### src/rtl/mdu_hilo.sv
// HI/LO register file with multiply sequencing and a 32-step restoring divider.
// Drives an external combinational multiplier and captures its product into HI/LO.
module mdu_hilo #(
  parameter int WIDTH = 32,
  parameter int CNT_W = 5
) (
  input  logic               clk,
  input  logic               rst_n,
  input  logic               start,
  input  logic [2:0]         op,
  input  logic [WIDTH-1:0]   rs_val,
  input  logic [WIDTH-1:0]   rt_val,
  input  logic               flush,
  output logic [WIDTH-1:0]   mul_a,
  output logic [WIDTH-1:0]   mul_b,
  output logic               mul_symbol,
  input  logic [2*WIDTH-1:0] mul_o,
  output logic               busy,
  output logic               done,
  output logic               div_by_zero,
  output logic [WIDTH-1:0]   hi,
  output logic [WIDTH-1:0]   lo
);

  typedef enum logic [2:0] {
    S_IDLE = 3'd0,
    S_MUL  = 3'd1,
    S_DIV  = 3'd2,
    S_FIX  = 3'd3,
    S_DZ   = 3'd4
  } state_t;

  localparam logic [2:0] OP_MULT  = 3'b000;
  localparam logic [2:0] OP_MULTU = 3'b001;
  localparam logic [2:0] OP_DIV   = 3'b010;
  localparam logic [2:0] OP_DIVU  = 3'b011;
  localparam logic [2:0] OP_MTHI  = 3'b100;
  localparam logic [2:0] OP_MTLO  = 3'b101;

  state_t             state_q, state_d;
  logic [WIDTH-1:0]   hi_q, hi_d, lo_q, lo_d;
  logic [WIDTH-1:0]   mul_a_q, mul_a_d, mul_b_q, mul_b_d;
  logic               mul_sym_q, mul_sym_d;
  logic               done_q, done_d, dz_q, dz_d;
  logic [CNT_W-1:0]   cnt_q, cnt_d;
  logic [WIDTH-1:0]   rem_q, rem_d, dvd_q, dvd_d, dvs_q, dvs_d;
  logic               q_neg_q, q_neg_d, r_neg_q, r_neg_d;

  logic               is_signed;
  logic [WIDTH-1:0]   rs_abs, rt_abs;
  logic [WIDTH:0]     rem_shift, trial;
  logic               q_bit;

  assign is_signed = (op == OP_DIV);
  assign rs_abs    = (is_signed && rs_val[WIDTH-1]) ? -rs_val : rs_val;
  assign rt_abs    = (is_signed && rt_val[WIDTH-1]) ? -rt_val : rt_val;

  // The dividend register shifts out MSB-first and fills with quotient bits.
  assign rem_shift = {rem_q, dvd_q[WIDTH-1]};
  assign trial     = rem_shift - {1'b0, dvs_q};
  assign q_bit     = ~trial[WIDTH];

  always_comb begin
    state_d   = state_q;
    hi_d      = hi_q;
    lo_d      = lo_q;
    mul_a_d   = mul_a_q;
    mul_b_d   = mul_b_q;
    mul_sym_d = mul_sym_q;
    done_d    = 1'b0;
    dz_d      = 1'b0;
    cnt_d     = cnt_q;
    rem_d     = rem_q;
    dvd_d     = dvd_q;
    dvs_d     = dvs_q;
    q_neg_d   = q_neg_q;
    r_neg_d   = r_neg_q;
    case (state_q)
      S_IDLE: begin
        if (start && !flush) begin
          case (op)
            OP_MULT, OP_MULTU: begin
              mul_a_d   = rs_val;
              mul_b_d   = rt_val;
              mul_sym_d = (op == OP_MULT);
              state_d   = S_MUL;
            end
            OP_DIV, OP_DIVU: begin
              if (rt_val == '0) begin
                state_d = S_DZ;
              end else begin
                dvd_d   = rs_abs;
                dvs_d   = rt_abs;
                q_neg_d = is_signed & (rs_val[WIDTH-1] ^ rt_val[WIDTH-1]);
                r_neg_d = is_signed & rs_val[WIDTH-1];
                rem_d   = '0;
                cnt_d   = '0;
                state_d = S_DIV;
              end
            end
            OP_MTHI: begin
              hi_d   = rs_val;
              done_d = 1'b1;
            end
            OP_MTLO: begin
              lo_d   = rs_val;
              done_d = 1'b1;
            end
            default: ;
          endcase
        end
      end
      S_MUL: begin
        state_d = S_IDLE;
        if (!flush) begin
          {hi_d, lo_d} = mul_o;
          done_d       = 1'b1;
        end
      end
      S_DIV: begin
        if (flush) begin
          state_d = S_IDLE;
        end else begin
          rem_d = q_bit ? trial[WIDTH-1:0] : rem_shift[WIDTH-1:0];
          dvd_d = {dvd_q[WIDTH-2:0], q_bit};
          cnt_d = cnt_q + CNT_W'(1);
          if (cnt_q == {CNT_W{1'b1}}) state_d = S_FIX;
        end
      end
      S_FIX: begin
        state_d = S_IDLE;
        if (!flush) begin
          lo_d   = q_neg_q ? -dvd_q : dvd_q;
          hi_d   = r_neg_q ? -rem_q : rem_q;
          done_d = 1'b1;
        end
      end
      S_DZ: begin
        state_d = S_IDLE;
        if (!flush) begin
          done_d = 1'b1;
          dz_d   = 1'b1;
        end
      end
      default: state_d = S_IDLE;
    endcase
  end

  always_ff @(posedge clk or negedge rst_n) begin
    if (!rst_n) begin
      state_q   <= S_IDLE;
      hi_q      <= '0;
      lo_q      <= '0;
      mul_a_q   <= '0;
      mul_b_q   <= '0;
      mul_sym_q <= 1'b0;
      done_q    <= 1'b0;
      dz_q      <= 1'b0;
      cnt_q     <= '0;
      rem_q     <= '0;
      dvd_q     <= '0;
      dvs_q     <= '0;
      q_neg_q   <= 1'b0;
      r_neg_q   <= 1'b0;
    end else begin
      state_q   <= state_d;
      hi_q      <= hi_d;
      lo_q      <= lo_d;
      mul_a_q   <= mul_a_d;
      mul_b_q   <= mul_b_d;
      mul_sym_q <= mul_sym_d;
      done_q    <= done_d;
      dz_q      <= dz_d;
      cnt_q     <= cnt_d;
      rem_q     <= rem_d;
      dvd_q     <= dvd_d;
      dvs_q     <= dvs_d;
      q_neg_q   <= q_neg_d;
      r_neg_q   <= r_neg_d;
    end
  end

  assign mul_a       = mul_a_q;
  assign mul_b       = mul_b_q;
  assign mul_symbol  = mul_sym_q;
  assign busy        = (state_q != S_IDLE);
  assign done        = done_q;
  assign div_by_zero = dz_q;
  assign hi          = hi_q;
  assign lo          = lo_q;

endmodule
### config.mk
export PLATFORM = sky130hd
export DESIGN_NAME = mdu_hilo
export DESIGN_NICKNAME = d
export VERILOG_FILES = /design/src/rtl/mdu_hilo.sv
export SDC_FILE = /design/constraint.sdc
export NUM_CORES = 1
export LEC_CHECK = 0
export ABC_AREA = 1
export CORE_ASPECT_RATIO = 0.9
export CORE_MARGIN = 4
export CORE_UTILIZATION = 40
export CTS_CLUSTER_SIZE = 14
export DETAILED_ROUTE_END_ITERATION = 12
export PLACE_DENSITY = 0.6
export SETUP_SLACK_MARGIN = 0.3
export SLEW_MARGIN = 20
export SYNTH_ARGS = -nofsm -noshare
export SYNTH_HDL_FRONTEND = slang
export SYNTH_SLANG_ARGS = --single-unit
### constraint.sdc
create_clock -name clk -period 2.6 [get_ports clk]
set_clock_uncertainty 0.1 [all_clocks]
set_input_delay 0.26 -clock clk [delete_from_list [all_inputs] [get_ports clk]]
set_output_delay 0.26 -clock clk [all_outputs]
set_load 0.01 [all_outputs]
After elaboration in Yosys (flattened, before gate mapping)
Index checks and enable logic that the tools add are counted.
Widths: inputs -> output; s select.
{ "totals": {"latch_bits": 0, "word_cells": 106, "ff_bits": 237, "n_memories": 0, "romBits": 0, "ramBits": 0, "out_inout_bits": 132} }
{ "classes": {"multipliers": 0, "n_bitwise": 5, "n_shift": 0, "magnitude_cmp": 0, "n_reduce_logical": 20, "addsub": 6, "div_mod_pow": 0, "mux": 41, "eq_ne": 20} }
{ "op_table": {"columns": ["op", "n"], "rows": [
  ["$mux 32", 21],
  ["$pmux 32 s3", 2],
  ["$neg 32->32", 4],
  ["$pmux 32 s2", 2],
  ["$sub 33x32->33", 1],
  ["$logic_not 32->1", 1],
  ["$mux 5", 4],
  ["$reduce_and 5->1", 3],
  ["$eq 3x2->1 const B", 4],
  ["$mux 3", 4],
  ["$pmux 3 s2", 2],
  ["$ne 2x2->1 const B", 5],
  ["$pmux 5 s2", 1],
  ["$eq 3x3->1 const B", 3],
  ["$eq 3x1->1 const B", 2],
  ["$logic_not 3->1", 2],
  ["$ne 2x1->1 const B", 3],
  ["$reduce_and 3->1", 2],
  ["$reduce_bool 3->1", 2],
  ["$reduce_or 2->1", 3],
  ["$add 5x1->5 const B", 1],
  ["$eq 5x5->1 const B", 1],
  ["$mux 1", 4],
  ["$reduce_and 4->1", 1],
  ["10 further kinds", 14]
]} }

Longest topological paths before layout
Gate-level depths: netlist of the first run.
{ "depth": {"word_depth": 7, "depth_mapped": 18, "mapped_depth_nobuf": 17} }

Worst setup path after synthesis of the first run
Ideal clock, no wire load.
{ "synth_path": {"kind": "reg2reg", "start": "register dvd_q[31]", "end": "register rem_q[23]", "setup_slack_ns": 0.294, "n_path_buf": 2, "stages_incl_launch_ff": 18, "synth_period_minus_slack_ns": 2.306, "t_arrival_ns": 2.089, "cell_sequence": "dfrtp_1 inv_1 ha_1 fa_1 inv_1 nand2_1 nand2_1 nand3_1 nand2_2 nand2_2 nand2_2 nand2_4 nand3_2 buf_6 buf_6 nand3_2 nand3_1 nand2_1"} }
{ "synth_via": {"elab_chain_cells": 4} }
{ "synth_lines": {"columns": ["item", "line", "rtl"], "rows": [
  ["from (decl)", "46", "logic [WIDTH-1:0] rem_q, rem_d, dvd_q, dvd_d, dvs_q, dvs_d;"],
  ["from (signal assigned)", "176", "dvd_q <= dvd_d;"],
  ["$sub 33x32->33", "60", "assign trial = rem_shift - {1'b0, dvs_q};"],
  ["$mux 32", "124", "rem_d = q_bit ? trial[WIDTH-1:0] : rem_shift[WIDTH-1:0];"],
  ["$mux 32", "121", "if (flush) begin"],
  ["$pmux 32 s2", "78", "case (state_q)"],
  ["to (signal assigned)", "175", "rem_q <= rem_d;"],
  ["to (decl)", "46", null]
]} }
Every way passes these cells. The select of a mux whose other input is x is not followed.
A chain may end at the register's enable or synchronous reset.

Final worst setup path of the first run
{ "layout_path": {"start": "register rem_q[30]", "end": "register rem_q[12]"} }
{ "layout_via": {"elab_chain_cells": 4} }
{ "layout_lines": {"columns": ["item", "line"], "rows": [
  ["$sub 33x32->33", "60"],
  ["$mux 32", "124"],
  ["$mux 32", "121"],
  ["$pmux 32 s2", "78"]
]} }
Every way passes these cells. The select of a mux whose other input is x is not followed.

==> results.py, run 1 <==
metrics = {
    "status": {
        "status": "finished clean",
    },
    "timing": {
        "setup_slack_ns": 0.1953,
        "drv_slew": 0,
        "finalCriticalPeriod_ns": 2.405,
        "setup_violations": 0,
        "tightest_slew_ns": 0.6522,
        "rsz0062_at_grt": "yes",
        "timing.fmax_ghz": 0.4158,
        "post-route-period-util_pct": 92.49,
        "hold_viol": 0,
        "slew_headroom_pct": 56.47,
    },
    "clock_network": {
        "cts_tree": "yes",
        "htreeDepth": 1,
        "cts.clk_slew.worst_paths_ns": 0.06,
        "clkLatencyLatePin_ns": 0.58,
        "clock-sinks": 237,
        "cts_root_buf": "clkbuf_16",
        "numCtsBuffers": 27,
        "clock_path_buffers": 3,
    },
    "synthesis": {
        "synth_area_um2": 16530,
        "synth_nets": 2663,
        "ys.warnings.count": 0,
        "post_synth_inst_count": 2489,
        "yosysSeqAreaShare_pct": 35.87,
        "ys_seq_elements": 237,
        "synth.avg_cell_area_um2": 6.642,
        "yosysUniqueCellTypes": 43,
    },
    "power": {
        "seq_power_share_pct": 31.6,
        "pwr-share-clk_pct": 22.5,
        "p_int_mw": 11.39,
        "comb_power_share_pct": 45.9,
        "finalPower_mw": 19.22,
        "powerDensity_nw_per_um2": 866.3,
        "p_switching_mw": 7.827,
        "peakVddDrop_uv": 527.5,
        "leakage_nw": 10.84,
        "swShare_pct": 40.72,
    },
    "die": {
        "start_util_pct": 40.59,
        "die-area_um2": 44650,
        "row_count": 70,
        "core_area_um2": 40730,
        "dieWidth_um": 222.3,
        "die_h_um": 200.9,
        "io_pins": 267,
    },
    "route": {
        "num_vias": 18170,
        "drtIter0Drc": 1962,
        "wl_met3_mm": 5.591,
        "drc": 0,
        "drt_first_pass_iters": 8,
        "top_layer": "met4",
        "wire_per_inst_um": 20.34,
        "viasPerCell": 5.398,
        "dr_wl_met2_mm": 27.86,
        "drt-met1-wl_mm": 33.47,
        "wl_mm": 68.46,
        "ant_nets": 0,
    },
    "setup_path": {
        "cpMostUsedCell": "nand2_1",
        "path_max_fanout": 5,
        "cp-end-kind": "flop",
        "reg2reg_from": "rem_q[30]",
        "crit_path_start_kind": "flop",
        "crit_start": "rem_q[30]",
        "crit_slowest_cell": "dfrtp_1",
        "crit_chain": "ha_1 > a21o_1 > nor2_1 > nand2_1 > a21oi_4 > nand3_4 > nand2_8 > buf_6 > nand2_2 > nand3_1 > nand2_1",
        "worst-path-buf-inv": 1,
        "cp.required_ns": 2.95,
        "critPathKind": "flop to flop",
        "critical-path-max-stage-delay_ns": 0.39,
        "arrival_ns": 2.76,
        "crit_family": "simple AND/OR/NAND/NOR gates",
    },
    "cells_and_area": {
        "antennaDiodeCount": 0,
        "drive_gt1_share_pct": 12.00,
        "nets": 2981,
        "stdcell_area_um2": 22190,
        "syn_to_final_growth_pct": 34.21,
        "instances_no_fill": 3366,
    },
    "place": {
        "dpl.hpwl_mm": 54.09,
        "port_buffers": 266,
        "placed_area_um2": 20370,
        "dp_slack_ns": -0.07250,
        "gp_congestion": 0.9533,
        "placedCellCount": 3307,
    },
    "global_route": {
        "grt-ovfl-total": 0,
        "grt_max_degree": 67,
        "grtUsageTotal_pct": 29.39,
        "grt_pass1_wl_mm": 104.1,
        "grt_pass1_vias": 17104,
        "grt_antenna_before_repair": 0,
    },
    "hold_path": {
        "hold_path_class": "input pin to asynchronous set/reset pin",
    },
    "flow_run": {
        "maxCapViolCount": 0,
    },
}
==> synth_stat cells <==
library cell / instances / area [µm²]
buf_1: 2 / 7.510
or2_0: 1 / 6.260
a41oi_1: 19 / 166.4
fa_1: 1 / 20.02
nand3b_1: 5 / 37.54
a31oi_1: 29 / 181.4
clkbuf_1: 38 / 142.6
a21oi_4: 1 / 16.27
xnor2_1: 13 / 113.9
nand2_1: 744 / 2793
o31ai_1: 4 / 30.03
nor4_1: 4 / 25.02
nand4_1: 22 / 137.6
a21o_1: 1 / 7.510
inv_2: 12 / 45.04
ha_1: 38 / 475.5
a22oi_1: 1 / 7.510
inv_1: 327 / 1227
o211ai_1: 33 / 247.7
nand3_1: 258 / 1291
nor2_1: 248 / 930.9
o21ai_0: 159 / 795.8
o21bai_1: 5 / 37.54
buf_4: 6 / 45.04
o22ai_1: 1 / 6.260
a21oi_2: 1 / 8.760
dfrtp_1: 237 / 5931
nand2_2: 10 / 62.56
mux2_1: 3 / 33.78
and2_1: 4 / 25.02
xor2_1: 46 / 402.9
buf_6: 7 / 78.83
a21oi_1: 89 / 445.4
o21ai_1: 5 / 25.02
or2_2: 4 / 25.02
nor2_2: 8 / 50.05
nand3_2: 13 / 130.1
and3_1: 3 / 18.77
nor3b_1: 1 / 7.510
nand2_4: 2 / 22.52
nor3_1: 26 / 130.1
buf_2: 38 / 190.2
a211oi_1: 20 / 150.1
==> state kept, by name, summed over array words and instances, names as in the netlist, 5 cells and up <==
name,count
lo,32
dvs_q,32
mul_b,32
hi,32
dvd_q,32
rem_q,32
mul_a,32
cnt_q,5
==> logic make-up after synthesis <==
| group | after synthesis | share of synthesized area (%) |
|---|---|---|
| AO/OA/AOI/OAI | 368 | 12.86 |
| XOR/XNOR | 59 | 3.126 |
| adder cells (fa/ha/maj) | 39 | 2.997 |
| buffers and inverters | 430 | 10.50 |
| flip-flops | 237 | 35.87 |
| multiplexers | 3 | 0.2043 |
| AND/OR/NAND/NOR | 1353 | 34.44 |
==> routing by layer <==
layer,up-vias,track usage [%]
met4,0,6.135
met1,8628,46.77
met5,-,0
met2,766,41.35
met3,100,5.235
li1,8676,-
==> cells in the final DEF, fill, tap and decap left out, types with 49 or more instances in the layout <==
master | synthesis | layout
o21ai_0 | 159 | 157
nor2_1 | 248 | 238
nand2_2 | 10 | 49
nand3_1 | 258 | 244
inv_1 | 327 | 312
buf_4 | 6 | 92
nand2_1 | 744 | 694
a21oi_1 | 89 | 84
clkdlybuf4s50_1 | 0 | 264
dfrtp_1 | 237 | 235
==> worst reg2reg max path: cells and delay by family (launching register included) <==
kind                       cells  cell delay [ns]
and+or+nand+nor                7             0.88
AOI/OAI and AO/OA              2             0.41
DFF                            1             0.39
adders and majority gates      1             0.36
buffers and inverters          1             0.15
==> stage by stage <==
step | hold slack (ns) | TNS [ns] | utilization (%)
after global placement | 0.1710 | -0.1041 | 50.02
after detailed placement | 0.1727 | -0.07250 | 50.02
final | 0.1599 | 0 | 54.48
after floorplan | -0.1356 | 0 | -
after CTS | 0.1556 | 0 | 53.44
after global routing | 0.2119 | 0 | 54.48
==> timing repair <==
item,4_1_cts,5_1_grt
hold buffers,1,0
endpoints found under the setup margin,37,68
setup buffers,5,1
endpoints found under the hold margin,70,0
gates cloned,2,2
pin swaps,8,20
gates resized for setup,65,101
==> power by group through the flow <==
| stage | Sequential, mW | Clock (mW) | Combinational (mW) |
|---|---|---|---|
| 6_report | 6.08 | 4.32 | 8.81 |
| 5_1_grt | 6.24 | 4.53 | 9.61 |
| 3_5_place_dp | 6.07 | 0 | 8.22 |
| 3_3_place_gp | 6.04 | 0 | 8.19 |
| 4_1_cts | 6.04 | 4.40 | 8.53 |
| 2_1_floorplan | 6.18 | 0 | 3.96 |
==> layout make-up <==
type,count,area (µm²)
Tap cell,540,675.6
Timing Repair Buffer,380,3774
Multi-Input combinational cell,1822,9534
Inverter,339,1276
Clock buffer,33,748.2
Clock inverter,15,246.5
Sequential cell,237,5933
Fill cell,4083,18540
==> path summary, 6_finish.rpt <==
path                       cells past startpoint  slack [ns]         to
setup / recovery                              11        0.20  rem_q[12]
hold / removal                                 2        0.16      lo[7]
setup reg to reg                              11        0.20  rem_q[12]
hold reg to reg                                2        0.39  dvs_q[20]
max in group asynchronous                      3        1.46     lo[28]
min in group clk                               3        0.20      lo[8]
(Power assumes the default switching activity.)
==> run 2: changes to the inputs <==
--- a/config.mk
+++ b/config.mk
@@ -7,10 +7,10 @@
 export LEC_CHECK = 0
 export ABC_AREA = 1
 export CORE_ASPECT_RATIO = 0.9
-export CORE_MARGIN = 4
 export CORE_UTILIZATION = 40
 export CTS_CLUSTER_SIZE = 14
 export DETAILED_ROUTE_END_ITERATION = 12
+export MAX_ROUTING_LAYER = met4
 export PLACE_DENSITY = 0.6
 export SETUP_SLACK_MARGIN = 0.3
 export SLEW_MARGIN = 20
==> results.py, run 2 (synthesis results as in run 1) <==
metrics = {
    "timing": {
        "fin_tns_setup_ns": 0,
        "setup_violations": 0,
        "slew_headroom_pct": 55.39,
        "tightest_slew_ns": 0.6692,
        "rsz0062_at_grt": "yes",
        "hold_viol": 0,
        "finalCriticalPeriod_ns": 2.368,
        "drv_slew": 0,
        "post-route-period-util_pct": 91.08,
        "timing.fmax_ghz": 0.4223,
    },
    "clock_network": {
        "htreeDepth": 1,
        "clock_path_buffers": 3,
        "numCtsBuffers": 27,
        "cts_root_buf": "clkbuf_16",
        "clock-sinks": 237,
        "cts_tree": "yes",
        "clkLatencyLatePin_ns": 0.56,
        "cts.clk_slew.worst_paths_ns": 0.06,
    },
    "die": {
        "core_area_um2": 40730,
        "dieWidth_um": 216.3,
        "row_count": 70,
        "start_util_pct": 40.59,
        "io_pins": 267,
        "die_h_um": 194.9,
        "die-area_um2": 42150,
    },
    "setup_path": {
        "reg2regPathDepth": 16,
        "cp-end-kind": "flop",
        "crit_path_start_kind": "flop",
        "crit_chain": "inv_2 > ha_4 > nand2_1 > inv_2 > nand2_4 > inv_1 > a21oi_4 > nand2_4 > nand2_4 > nand2_4 > nand2_4 > buf_8 > clkbuf_16 > nand3_2 > nand3_2 > nand2_1",
        "crit_slowest_cell": "dfrtp_1",
        "cp.depth": 16,
        "path_max_fanout": 7,
        "critical-path-max-stage-delay_ns": 0.39,
        "critPathKind": "flop to flop",
        "cp.required_ns": 2.94,
        "cpMostUsedCell": "nand2_4",
        "arrival_ns": 2.71,
        "worst-path-buf-inv": 5,
        "crit_family": "simple AND/OR/NAND/NOR gates",
    },
    "global_route": {
        "grt_pass1_vias": 16797,
        "grt_pass1_wl_mm": 103.3,
        "grt_antenna_before_repair": 0,
        "grt_max_degree": 75,
        "grt-ovfl-total": 0,
        "grtUsageTotal_pct": 33.20,
    },
    "cells_and_area": {
        "drive_gt1_share_pct": 13.07,
        "mostFrequentLayoutCell": "nand2_1",
        "multi_input_area_um2": 9615,
        "regArea_um2": 5934,
        "fill_cells": 4037,
        "nets": 3002,
        "fin_util_pct": 55.04,
        "antennaDiodeCount": 0,
        "layout_common_cells": "706 x nand2_1, 305 x inv_1, 264 x clkdlybuf4s50_1",
        "syn_to_final_growth_pct": 35.59,
    },
    "route": {
        "wl_mm": 69.96,
        "wire_per_inst_um": 20.66,
        "drtIter0Drc": 1843,
        "drc": 0,
        "drt_first_pass_iters": 5,
        "ant_nets": 0,
        "num_vias": 18218,
        "viasPerCell": 5.380,
    },
    "power": {
        "p_switching_mw": 7.923,
        "p_int_mw": 11.31,
        "leakage_nw": 10.98,
        "seq_power_share_pct": 31.7,
        "peakVddDrop_uv": 521.4,
        "comb_power_share_pct": 46.9,
        "pwr-share-clk_pct": 21.4,
        "powerDensity_nw_per_um2": 858.0,
        "swShare_pct": 41.20,
    },
    "place": {
        "port_buffers": 266,
        "gp_congestion": 0.9765,
        "dpl.hpwl_mm": 54.86,
    },
    "flow_run": {
        "maxCapViolCount": 0,
    },
    "status": {
        "status": "finished clean",
    },
    "hold_path": {
        "hold_path_class": "input pin to asynchronous set/reset pin",
    },
}
run 2: area by class of cell:
| class | instances | share of cell area, % |
|---|---|---|
| Tap cell | 540 | 3.014 |
| Clock buffer | 33 | 3.338 |
| Sequential cell | 237 | 26.47 |
| Clock inverter | 14 | 0.8317 |
| Multi-Input combinational cell | 1822 | 42.89 |
| Timing Repair Buffer | 401 | 17.77 |
| Inverter | 339 | 5.676 |
run 2: power groups by stage:
stage,clock network [mW],logic [mW],registers [mW]
floorplan,0,3.96,6.18
global placement,0,8.30,6.07
detailed placement,0,8.32,6.09
CTS,4.18,8.52,6.07
global route,4.32,9.76,6.26
finish,4.11,9.01,6.10
run 2: what timing repair did:
item	CTS	global route
hold buffers	1	0
setup endpoints to repair	38	54
pin swaps	8	53
endpoints found under the hold margin	70	0
gates resized for setup	44	128
cloned	0	4
buffers inserted	1	10
run 2: final timing paths:
path | slack, ns | to | startpoint
max | 0.23 | rem_q[9] | dvs_q[12]
min | 0.19 | lo[7] | rst_n
max reg2reg | 0.23 | rem_q[9] | dvs_q[12]
min reg2reg | 0.38 | mul_a[15] | mul_a[15]
max in group asynchronous | 1.44 | mul_b[10] | rst_n
min in group clk | 0.23 | lo[7] | mul_o[7]
run 2: per-layer routing:
| metal | part of all wire [%] | vias up | track usage, % |
|---|---|---|---|
| met5 | 0 | - | - |
| li1 | - | 8698 | - |
| met3 | 7.5 | 47 | 5.102 |
| met2 | 42 | 743 | 46.17 |
| met4 | 1.0 | 0 | 4.121 |
| met1 | 50 | 8730 | 51.23 |
run 2: worst register-to-register path: cells and delay by family (launching register included):
| family | cells | cell delay (ns) |
|---|---|---|
| AO/OA/AOI/OAI | 1 | 0.20 |
| flip-flops | 1 | 0.39 |
| AND/OR/NAND/NOR | 9 | 0.71 |
| adder cells (fa/ha/maj) | 1 | 0.25 |
| buffers and inverters | 5 | 0.60 |
run 2: through the flow:
stage	hold slack, ns	total power, mW	setup WS, ns	instances	instance area (µm²)
2_1_floorplan	-0.1356	10.14	0.3041	2489	16540
3_3_place_gp	0.2043	14.36	-0.003501	3323	20530
3_5_place_dp	0.2004	14.42	-0.01711	3323	20530
4_1_cts	0.2134	18.77	0.2107	3372	21690
5_1_grt	0.2233	20.33	0.1402	3386	22420
6_report	0.1950	19.23	0.2318	3386	22420
